===== src/rtl/apb_arb_pkg.sv =====
// Shared definitions for the APB bridge master-port arbiter.
//   arb_state_e : transfer sequencer states (2 bits)
//   WdCntW      : width of the ACCESS-phase watchdog counter
package apb_arb_pkg;

  typedef enum logic [1:0] {
    StIdle   = 2'd0,
    StSetup  = 2'd1,
    StAccess = 2'd2,
    StGap    = 2'd3
  } arb_state_e;

  localparam int unsigned WdCntW = 16;

endpackage


===== src/rtl/rr_arbiter_core.sv =====
// Combinational round-robin pick with lock override.
// Ports:
//   i_valid    : per-requester request vector
//   i_ptr      : index with highest priority for this pick
//   i_lock     : lock flag from the last completed transfer
//   i_lock_id  : owner of the lock (index of the last grant)
//   o_gnt_oh   : one-hot grant (zero when nothing is valid)
//   o_gnt_id   : index of the granted requester
//   o_gnt_vld  : a winner exists
module rr_arbiter_core #(
  parameter int unsigned NREQ = 4,
  parameter int unsigned IDW  = 2
) (
  input  logic [NREQ-1:0] i_valid,
  input  logic [IDW-1:0]  i_ptr,
  input  logic            i_lock,
  input  logic [IDW-1:0]  i_lock_id,
  output logic [NREQ-1:0] o_gnt_oh,
  output logic [IDW-1:0]  o_gnt_id,
  output logic            o_gnt_vld
);

  int unsigned    w_j;
  logic [IDW-1:0] w_jx;

  always_comb begin
    o_gnt_oh  = '0;
    o_gnt_id  = '0;
    o_gnt_vld = 1'b0;
    w_j       = 0;
    w_jx      = '0;
    if (i_lock && i_valid[i_lock_id]) begin
      o_gnt_id  = i_lock_id;
      o_gnt_vld = 1'b1;
    end else begin
      // Scan upward from the pointer, wrapping at NREQ; first hit wins.
      for (int unsigned k = 0; k < NREQ; k++) begin
        w_j  = (32'(i_ptr) + k) % NREQ;
        w_jx = IDW'(w_j);
        if (!o_gnt_vld && i_valid[w_jx]) begin
          o_gnt_id  = w_jx;
          o_gnt_vld = 1'b1;
        end
      end
    end
    if (o_gnt_vld) begin
      o_gnt_oh[o_gnt_id] = 1'b1;
    end
  end

endmodule


===== src/rtl/apb_bridge_master_arbiter.sv =====
// Shares the PCLK_PM master port of the APB-to-APB bridge between NREQ requesters.
// Round-robin arbitration with per-requester lock, SETUP/ACCESS/GAP sequencing,
// response routing back to the owner, and a sticky ACCESS-phase watchdog.
// Ports:
//   PCLK_PM, PRESETN_PM             : clock, async active-low reset
//   REQ_VALID/LOCK/WRITE/ADDR/WDATA : requester side (ADDR/WDATA flattened, 32b each)
//   REQ_READY                       : one-hot accept, combinational, IDLE only
//   RSP_VALID/RDATA/ERR             : one-cycle completion to the owner
//   PADDR/PWRITE/PENABLE/PWDATA_PM  : to bridge
//   PRDATA/PREADY/PSLVERR_PM        : from bridge (PREADY is a one-cycle pulse)
//   GRANT_ID, BUSY                  : current/last owner, state != IDLE
//   TIMEOUT, TIMEOUT_CLR            : sticky watchdog flag and its synchronous clear
module apb_bridge_master_arbiter
  import apb_arb_pkg::*;
#(
  parameter int unsigned NREQ      = 4,
  parameter int unsigned IDW       = 2,
  parameter int unsigned TO_CYCLES = 256
) (
  input  logic             PCLK_PM,
  input  logic             PRESETN_PM,
  input  logic [NREQ-1:0]  REQ_VALID,
  input  logic [NREQ-1:0]  REQ_LOCK,
  input  logic [NREQ-1:0]  REQ_WRITE,
  input  logic [NREQ*32-1:0] REQ_ADDR,
  input  logic [NREQ*32-1:0] REQ_WDATA,
  output logic [NREQ-1:0]  REQ_READY,
  output logic [NREQ-1:0]  RSP_VALID,
  output logic [31:0]      RSP_RDATA,
  output logic             RSP_ERR,
  output logic [31:0]      PADDR_PM,
  output logic             PWRITE_PM,
  output logic             PENABLE_PM,
  output logic [31:0]      PWDATA_PM,
  input  logic [31:0]      PRDATA_PM,
  input  logic             PREADY_PM,
  input  logic             PSLVERR_PM,
  output logic [IDW-1:0]   GRANT_ID,
  output logic             BUSY,
  output logic             TIMEOUT,
  input  logic             TIMEOUT_CLR
);

  // Counter value seen during the TO_CYCLES-th ACCESS cycle; TIMEOUT sets on that edge.
  localparam logic [WdCntW-1:0] ToLimM1 = (TO_CYCLES == 0) ? '0 : WdCntW'(TO_CYCLES - 1);

  arb_state_e        r_state, w_state_nxt;
  logic [31:0]       r_paddr, r_pwdata, r_rsp_rdata;
  logic              r_pwrite, r_penable, r_rsp_err, r_lock, r_timeout;
  logic [NREQ-1:0]   r_rsp_valid;
  logic [IDW-1:0]    r_grant_id, r_rr_ptr;
  logic [WdCntW-1:0] r_wd_cnt;

  logic [NREQ-1:0]   w_gnt_oh;
  logic [IDW-1:0]    w_gnt_id;
  logic              w_gnt_vld, w_accept, w_done, w_to_hit;

  rr_arbiter_core #(
    .NREQ (NREQ),
    .IDW  (IDW)
  ) u_rr (
    .i_valid   (REQ_VALID),
    .i_ptr     (r_rr_ptr),
    .i_lock    (r_lock),
    .i_lock_id (r_grant_id),
    .o_gnt_oh  (w_gnt_oh),
    .o_gnt_id  (w_gnt_id),
    .o_gnt_vld (w_gnt_vld)
  );

  always_comb begin
    w_state_nxt = r_state;
    w_accept    = 1'b0;
    w_done      = 1'b0;
    unique case (r_state)
      StIdle: begin
        if (w_gnt_vld) begin
          w_accept    = 1'b1;
          w_state_nxt = StSetup;
        end
      end
      StSetup:  w_state_nxt = StAccess;
      StAccess: begin
        if (PREADY_PM) begin
          w_done      = 1'b1;
          w_state_nxt = StGap;
        end
      end
      StGap:    w_state_nxt = StIdle;
      default:  w_state_nxt = StIdle;
    endcase
  end

  assign w_to_hit = (TO_CYCLES != 0) && (r_state == StAccess) && (r_wd_cnt == ToLimM1);

  always_ff @(posedge PCLK_PM or negedge PRESETN_PM) begin
    if (!PRESETN_PM) begin
      r_state <= StIdle;
    end else begin
      r_state <= w_state_nxt;
    end
  end

  always_ff @(posedge PCLK_PM or negedge PRESETN_PM) begin
    if (!PRESETN_PM) begin
      r_paddr     <= '0;
      r_pwdata    <= '0;
      r_pwrite    <= 1'b0;
      r_penable   <= 1'b0;
      r_rsp_valid <= '0;
      r_rsp_rdata <= '0;
      r_rsp_err   <= 1'b0;
      r_grant_id  <= '0;
      r_rr_ptr    <= '0;
      r_lock      <= 1'b0;
      r_wd_cnt    <= '0;
      r_timeout   <= 1'b0;
    end else begin
      if (w_accept) begin
        r_paddr    <= REQ_ADDR[w_gnt_id*32 +: 32];
        r_pwdata   <= REQ_WDATA[w_gnt_id*32 +: 32];
        r_pwrite   <= REQ_WRITE[w_gnt_id];
        r_grant_id <= w_gnt_id;
        r_rr_ptr   <= (w_gnt_id == IDW'(NREQ - 1)) ? '0 : w_gnt_id + 1'b1;
      end

      // A stale lock whose owner has gone quiet is dropped so plain round-robin resumes.
      if (r_state == StIdle && r_lock && !REQ_VALID[r_grant_id]) begin
        r_lock <= 1'b0;
      end

      if (r_state == StSetup) begin
        r_penable <= 1'b1;
      end

      if (w_done) begin
        r_rsp_rdata <= r_pwrite ? 32'h0 : PRDATA_PM;
        r_rsp_err   <= PSLVERR_PM;
        r_rsp_valid <= NREQ'(1) << r_grant_id;
        r_penable   <= 1'b0;
        r_lock      <= REQ_LOCK[r_grant_id];
      end else if (r_state == StGap) begin
        r_rsp_valid <= '0;
      end

      if (r_state == StAccess) begin
        if (r_wd_cnt != '1) begin
          r_wd_cnt <= r_wd_cnt + 1'b1;
        end
      end else if (r_state == StGap) begin
        r_wd_cnt <= '0;
      end

      // Set has priority over clear.
      if (w_to_hit) begin
        r_timeout <= 1'b1;
      end else if (TIMEOUT_CLR) begin
        r_timeout <= 1'b0;
      end
    end
  end

  assign REQ_READY  = (r_state == StIdle) ? w_gnt_oh : '0;
  assign BUSY       = (r_state != StIdle);
  assign RSP_VALID  = r_rsp_valid;
  assign RSP_RDATA  = r_rsp_rdata;
  assign RSP_ERR    = r_rsp_err;
  assign PADDR_PM   = r_paddr;
  assign PWDATA_PM  = r_pwdata;
  assign PWRITE_PM  = r_pwrite;
  assign PENABLE_PM = r_penable;
  assign GRANT_ID   = r_grant_id;
  assign TIMEOUT    = r_timeout;

endmodule


===== config.mk =====
export PLATFORM = sky130hd
export DESIGN_NAME = apb_bridge_master_arbiter
export DESIGN_NICKNAME = d
export VERILOG_FILES = /design/src/rtl/apb_arb_pkg.sv /design/src/rtl/rr_arbiter_core.sv /design/src/rtl/apb_bridge_master_arbiter.sv
export SDC_FILE = /design/constraint.sdc
export NUM_CORES = 1
export LEC_CHECK = 0
export BUFFER_PORTS_ARGS = -buffer_cell sky130_fd_sc_hd__buf_4
export CAP_MARGIN = 20
export CORE_AREA = 2 2 160 162
export CTS_CLUSTER_SIZE = 20
export DETAILED_ROUTE_END_ITERATION = 7
export DIE_AREA = 0 0 162 164
export PLACE_DENSITY_LB_ADDON = 0.15
export SYNTH_ARGS = -nofsm -noshare
export SYNTH_HDL_FRONTEND = slang
export SYNTH_SLANG_ARGS = --single-unit

===== constraint.sdc =====
create_clock -name PCLK_PM -period 2.85 [get_ports PCLK_PM]
set_clock_uncertainty 0.05 [all_clocks]
set_input_delay 0.1425 -clock PCLK_PM [delete_from_list [all_inputs] [get_ports PCLK_PM]]
set_output_delay 0.1425 -clock PCLK_PM [all_outputs]
set_load 0.02 [all_outputs]

# Word-level counts from Yosys, hierarchy flattened

Index checks and enable logic that the tools add are counted.

Bits in registers: 127
Bits of input ports: 305
Output and inout port bits: 111
Word-level logic and storage cells: 109

Add/subtract/negate cells: 5
Order comparisons: 7
Equal/unequal tests: 9
Shift operators: 3
Multiplexer cells: 51
Reduce and logical (&&, ||, !) cells: 21

Operators by type and width:

| kind                  | count |
|---|---|
| $shiftx 128x8->32     | 2 |
| $mux 16               | 3 |
| $mux 32               | 1 |
| $mux 1                | 26 |
| $lt 2x3->1 const B    | 6 |
| $add 16x1->16 const B | 1 |
| $eq 16x8->1 const B   | 1 |
| $mux 2                | 8 |
| $mux 4                | 4 |
| $ne 16x16->1 const B  | 1 |
| $bmux 1 s2            | 7 |
| $reduce_bool 2->1     | 6 |
| $logic_and 1x1->1     | 8 |
| $pmux 2 s4            | 1 |
| $eq 2x2->1 const B    | 3 |
| $add 2x1->2 const B   | 2 |
| $add 2x2->2 const B   | 2 |
| $logic_not 1->1       | 4 |
| $ne 2x1->1 const B    | 2 |
| $reduce_and 2->1      | 2 |
| $shl 1x2->4 const A   | 1 |
| $demux 1 s2           | 1 |
| $eq 2x1->1 const B    | 1 |
| $ge 2x1->1 const B    | 1 |
| other kinds (2)       | 2 |

# Longest topological paths before layout

Word-level depth: 22
Mapped depth: 11
Depth with buffers taken out: 7

# Cells and area by module

Synthesis repeated with hierarchy kept, for this count alone.

Cells, all modules: 570
Area total of the unflattened synthesis: 7283.2 µm²

Modules (own cells, without submodules):

| module                    | instances | cells each | area each (µm²) | sequential area each (µm²) |
|---|---|---|---|---|
| apb_bridge_master_arbiter | 1         | 532        | 7016.7          | 3178.0 |
| rr_arbiter_core           | 1         | 38         | 266.5           | 0.0 |

# Worst setup path after synthesis

No wires, ideal clock.

Kind: reg2out
From: register r_grant_id[0] (netlist: GRANT_ID[0])
To: output REQ_READY[2]
Arrival time: 2.366 ns
Required time: 2.658 ns
Slack: 0.291 ns
Stages on the path, launching flop included: 10
Path buffers: 4
Cell sequence: dfrtp_1 buf_6 mux2_4 and3_4 o21ai_0 o41ai_2 buf_4 buf_6 buf_6 nor3b_1

Cells in the longest elaborated chain, start to end: 10
Elaborated cells between the ends (all ways): 12
Those cells by class: 2 x order compare; 8 x mux; 2 x reduce/logical

Ends and longest elaborated chain:

| item                                                                  | line                             | text |
|---|---|---|
| start: declaration                                                    | apb_bridge_master_arbiter.sv:51  | `logic [IDW-1:0] r_grant_id, r_rr_ptr;` |
| start signal: assignment                                              | apb_bridge_master_arbiter.sv:123 | `r_grant_id <= w_gnt_id;` |
| $bmux 1 s2                                                            | rr_arbiter_core.sv:32            | `if (i_lock && i_valid[i_lock_id]) begin` |
| $mux 1 (not written as such)                                          | rr_arbiter_core.sv:32            |  |
| $logic_and 1x1->1                                                     | rr_arbiter_core.sv:32            |  |
| $mux 2                                                                | rr_arbiter_core.sv:32            |  |
| $lt 2x3->1 (not written as such) / $ge 2x1->1 (equally long branches) | rr_arbiter_core.sv:47            | `o_gnt_oh[o_gnt_id] = 1'b1;` |
| $logic_and 1x1->1 (not written as such)                               | rr_arbiter_core.sv:47            |  |
| $mux 1 (not written as such)                                          | rr_arbiter_core.sv:47            |  |
| $demux 1 s2                                                           | n/a                              |  |
| $mux 4 *                                                              | rr_arbiter_core.sv:46            | `if (o_gnt_vld) begin` |
| $mux 4 *                                                              | apb_bridge_master_arbiter.sv:163 | `assign REQ_READY = (r_state == StIdle) ? w_gnt_oh : '0;` |
| end: declaration                                                      | apb_bridge_master_arbiter.sv:27  | `output logic [NREQ-1:0] REQ_READY,` |

Every way passes the cells marked *; elsewhere a longest branch is shown, timed or not. The select of a mux whose other input is x is not followed.

# Worst setup path after layout

From: register r_grant_id[0] (netlist: GRANT_ID[0])
To: output REQ_READY[1]

The elaborated chain is that of the path after synthesis.

==> results.txt <==
- Compared with the post-synthesis result, the final layout area differs by 72.6%.
- Total Routed Length: 30800 um
- Vias per Instance: ~5
- For hold timing, the worst endpoint is PWDATA_PM[21].
* Critical path startpoint category: register
* Setup-violating endpoint count in the final report: 0
* Max-slew violation total from the final report: 0
- Clock insertion delay at the later pin of the skew report: 0.41 ns
- Die area: roughly 27000 um^2
* Core Box Area: ~25000 um^2
- Signal arrival time at the worst endpoint: around 2.6 ns
* Detailed placer's ending HPWL: about 21000 um
- Among all flip-flop cells after synthesis, the most frequent one is dfrtp_1.
* Element type at the critical path end: primary output
* Req. time, crit path: approximately 2.7 ns
- Wire length of the first global-routing pass: between 40000 and 50000 um
- Post-Syn Nets: roughly 1100
- Along the worst hold path, the cell count comes to 3.
- Port-buffer cells: between 400 and 500
- Largest net degree at the start of global routing: 70
- After layout, the minimum clock period comes to roughly 2.8 ns.
* Warnings from Yosys: 0
* Number of maximum-capacitance constraint violations: 0
- CTS tree: yes
- Counting distinct cell types in the post-synthesis netlist gives 43.
- At the pin with the least slew margin, the transition time is between 0.8 and 0.9 ns.
- Startpoint of the most critical register-to-register path: GRANT_ID[0]
* Worst reg2reg path depth: 9
* Average instance area after synthesis: 9.45 um^2
- Root buffer cell: clkbuf_16
* Routed wire length per instance: 17.9 um
- Capturing point of the worst reg2reg path: PWDATA_PM[8]
* Largest area contributor in the netlist: dfrtp_1
* Cell Rows: 58
- GRT Overall Usage: between 20 and 25%
- Most frequent standard cell in the layout excluding fill and tap cells: buf_4
* Number of fillers in the final layout: 2243
* Commonest cells after routing, fill and taps aside: 438 x buf_4, 137 x nand3_1, 136 x dlygate4sd3_1
* Ys async rst share: 100%
* Leakage dissipation: roughly 6.3 nW
- The final route contains ~8500 vias.
* H-Tree Level Count: 4
* Post-synth EDFFs: 0
* Setup tns final: 0 ns
* Power per unit of standard cell area: between 1000 and 1500 nW/um^2
* Fraction of layout cells with a size suffix above 1: approximately 44%
* Period utilisation layout: around 98%
* Clock-pin slew of the registers on the worst-case setup and hold paths: around 0.060 ns
* Detailed Routing Iterations Pass 1: 4
- Total global routing overflow: 0
- Antenna cell count: 0
- Worst VDD drop: approximately 0.48 mV
- The count of nets left with antenna violations once routing finished came out at 0.
* Worst Hold Slack: approximately 0.011 ns
- In the synthesized netlist, the number of instances is between 800 and 900.
- Outcome: completed
- Number of antenna violations at the first check in global routing: 1
- Num CTS Buffers: 17
- At the end of the flow, the number of nets in the layout was approximately 1700.
* DRT iter0 DRCs: between 400 and 500
- The number of global-route vias before repair is 8670.
* Die Y: 164 um
* Initial Util: about a third
- Counting every sink on the clock net gives approximately 130.
- By area the synthesized netlist is led by dfrtp_1 40%, mux2_2 9.7%, nand3_1 8.7%.
* Hold Vio Cnt, Final: 0
* Proportion of netlist area held by the largest area contributor: between 40% and 50%
- Along the worst path, the maximum fanout reaches 12.
- Crit path kind: register to primary output
- Post-detailed-route DRC marker count: 0
- Routability congestion estimate from global placement: around 0.86
* Setup slack on the worst flop-to-flop path: 0.09 ns
- Achievable Freq: 357 MHz
- Die width: between 150 and 200 um
- #FFs+latches synth: roughly 130
- Sequential-to-total area share from yosys stat: 40.2%
- The worst hold path belongs to the class input port to register.
* Combined area of all synthesized cells: about 7900 um^2
* # IOs: ~420
* Launch instance of the worst min-delay path: REQ_WDATA[85]
- The worst pin sits at a relative slew slack of 41.5%.
* Maximum number of buffers from clock root to sink: 2
## cell type report
class                   instances  area (um^2)  share of cell area, %
repair buffers                593         5030                   36.9
clock buffers                  17          425                   3.11
inverters                       8         30.0                  0.220
well taps                     330          413                   3.02
multi-input cells             628         4370                   32.0
flip-flops and latches        127         3180                   23.3
clock inverters                15          206                   1.51
## synth_stat cells (2+ instances only)
master	instances
nand3_1	137
dfrtp_1	127
nand2_1	119
mux2_2	68
mux2i_1	67
o21ai_0	49
clkbuf_1	35
nand2b_1	35
o211ai_1	34
o211ai_2	34
buf_2	23
nor2_1	19
buf_4	10
inv_1	8
nand4_1	7
a21oi_1	6
buf_6	6
ha_1	6
nor2b_1	6
and3_1	4
nand3b_1	4
o31ai_1	4
a21o_1	3
nor3_1	3
xor2_1	3
and2_1	2
nor3b_1	2
## repair_timing
item	in CTS	in global routing
resized for setup	1	5
buffers inserted	0	12
gates cloned	0	3
endpoints found under the hold margin	153	0
pin swaps	1	2
hold buffers	136	0
endpoints found under the setup margin	3	6
## where the power goes
group | total, mW | switching [mW] | internal [mW] | leakage [nW]
combinational | 8.23 | 4.41 | 3.82 | 4.37
sequential | 3.09 | 0.512 | 2.57 | 1.61
clock | 2.38 | 0.900 | 1.48 | 0.305
total | 13.7 | 5.82 | 7.87 | 6.29
## cell families after synthesis
group | Yosys count | synth area share, %
AND/OR/NAND/NOR | 341 | 20.6
AO/OA/AOI/OAI | 140 | 13.9
multiplexers | 137 | 18.6
flip-flops | 127 | 40.2
buffers and inverters | 82 | 5.30
adder cells (fa/ha/maj) | 6 | 0.949
XOR/XNOR | 4 | 0.443
## flip-flops by register name, indices dropped and copies added (netlist names)
register / cells
r_state: 2
TIMEOUT: 1
RSP_RDATA: 32
GRANT_ID: 2
RSP_ERR: 1
r_lock: 1
PWDATA_PM: 32
r_rr_ptr: 2
PWRITE_PM: 1
r_wd_cnt: 16
PENABLE_PM: 1
PADDR_PM: 32
RSP_VALID: 4
## how the worst max path moves through the flow
stage / from / end / slack, ns / cells past startpoint
finish: GRANT_ID[0] / REQ_READY[1] / 0.05 / 9
global route: GRANT_ID[0] / REQ_READY[1] / -0.01 / 9
CTS: GRANT_ID[0] / PWDATA_PM[8] / 0.02 / 9
detailed placement: GRANT_ID[0] / PWDATA_PM[27] / 0.14 / 8
global placement: GRANT_ID[0] / PADDR_PM[10] / 0.17 / 8
floorplan: GRANT_ID[0] / REQ_READY[2] / 0.29 / 9
## through the flow
stage / power, mW / area (um^2) / setup slack (ns) / utilization, % / std cells
finish: 13.7 / 13700 / 0.0503 / 55.0 / 1718
floorplan: 7.91 / 7910 / 0.291 / - / 837
detailed placement: 10.8 / 11500 / 0.140 / 46.2 / 1535
global route: 14.6 / 13700 / -0.0101 / 55.0 / 1718
CTS: 13.4 / 13500 / 0.0151 / 54.3 / 1703
global placement: 10.7 / 11500 / 0.174 / 46.2 / 1535
## critical path, stage by stage (launching register included)
cell and delay (ns):
dfrtp_2 0.44, mux2_4 0.31, and3_4 0.21, o21ai_0 0.32, o41ai_4 0.18, buf_6 0.16
buf_12 0.14, buf_16 0.15, nor2b_1 0.13, buf_4 0.15
## metal layers
layer	track usage [%]	routed length, um	vias to the layer above
met5	0	11	-
met4	7.08	727	2
met3	5.25	1870	43
met2	37.9	15200	284
met1	28.1	12900	4038
li1	-	-	4089
No activity file was read; power rests on OpenSTA's default activity.
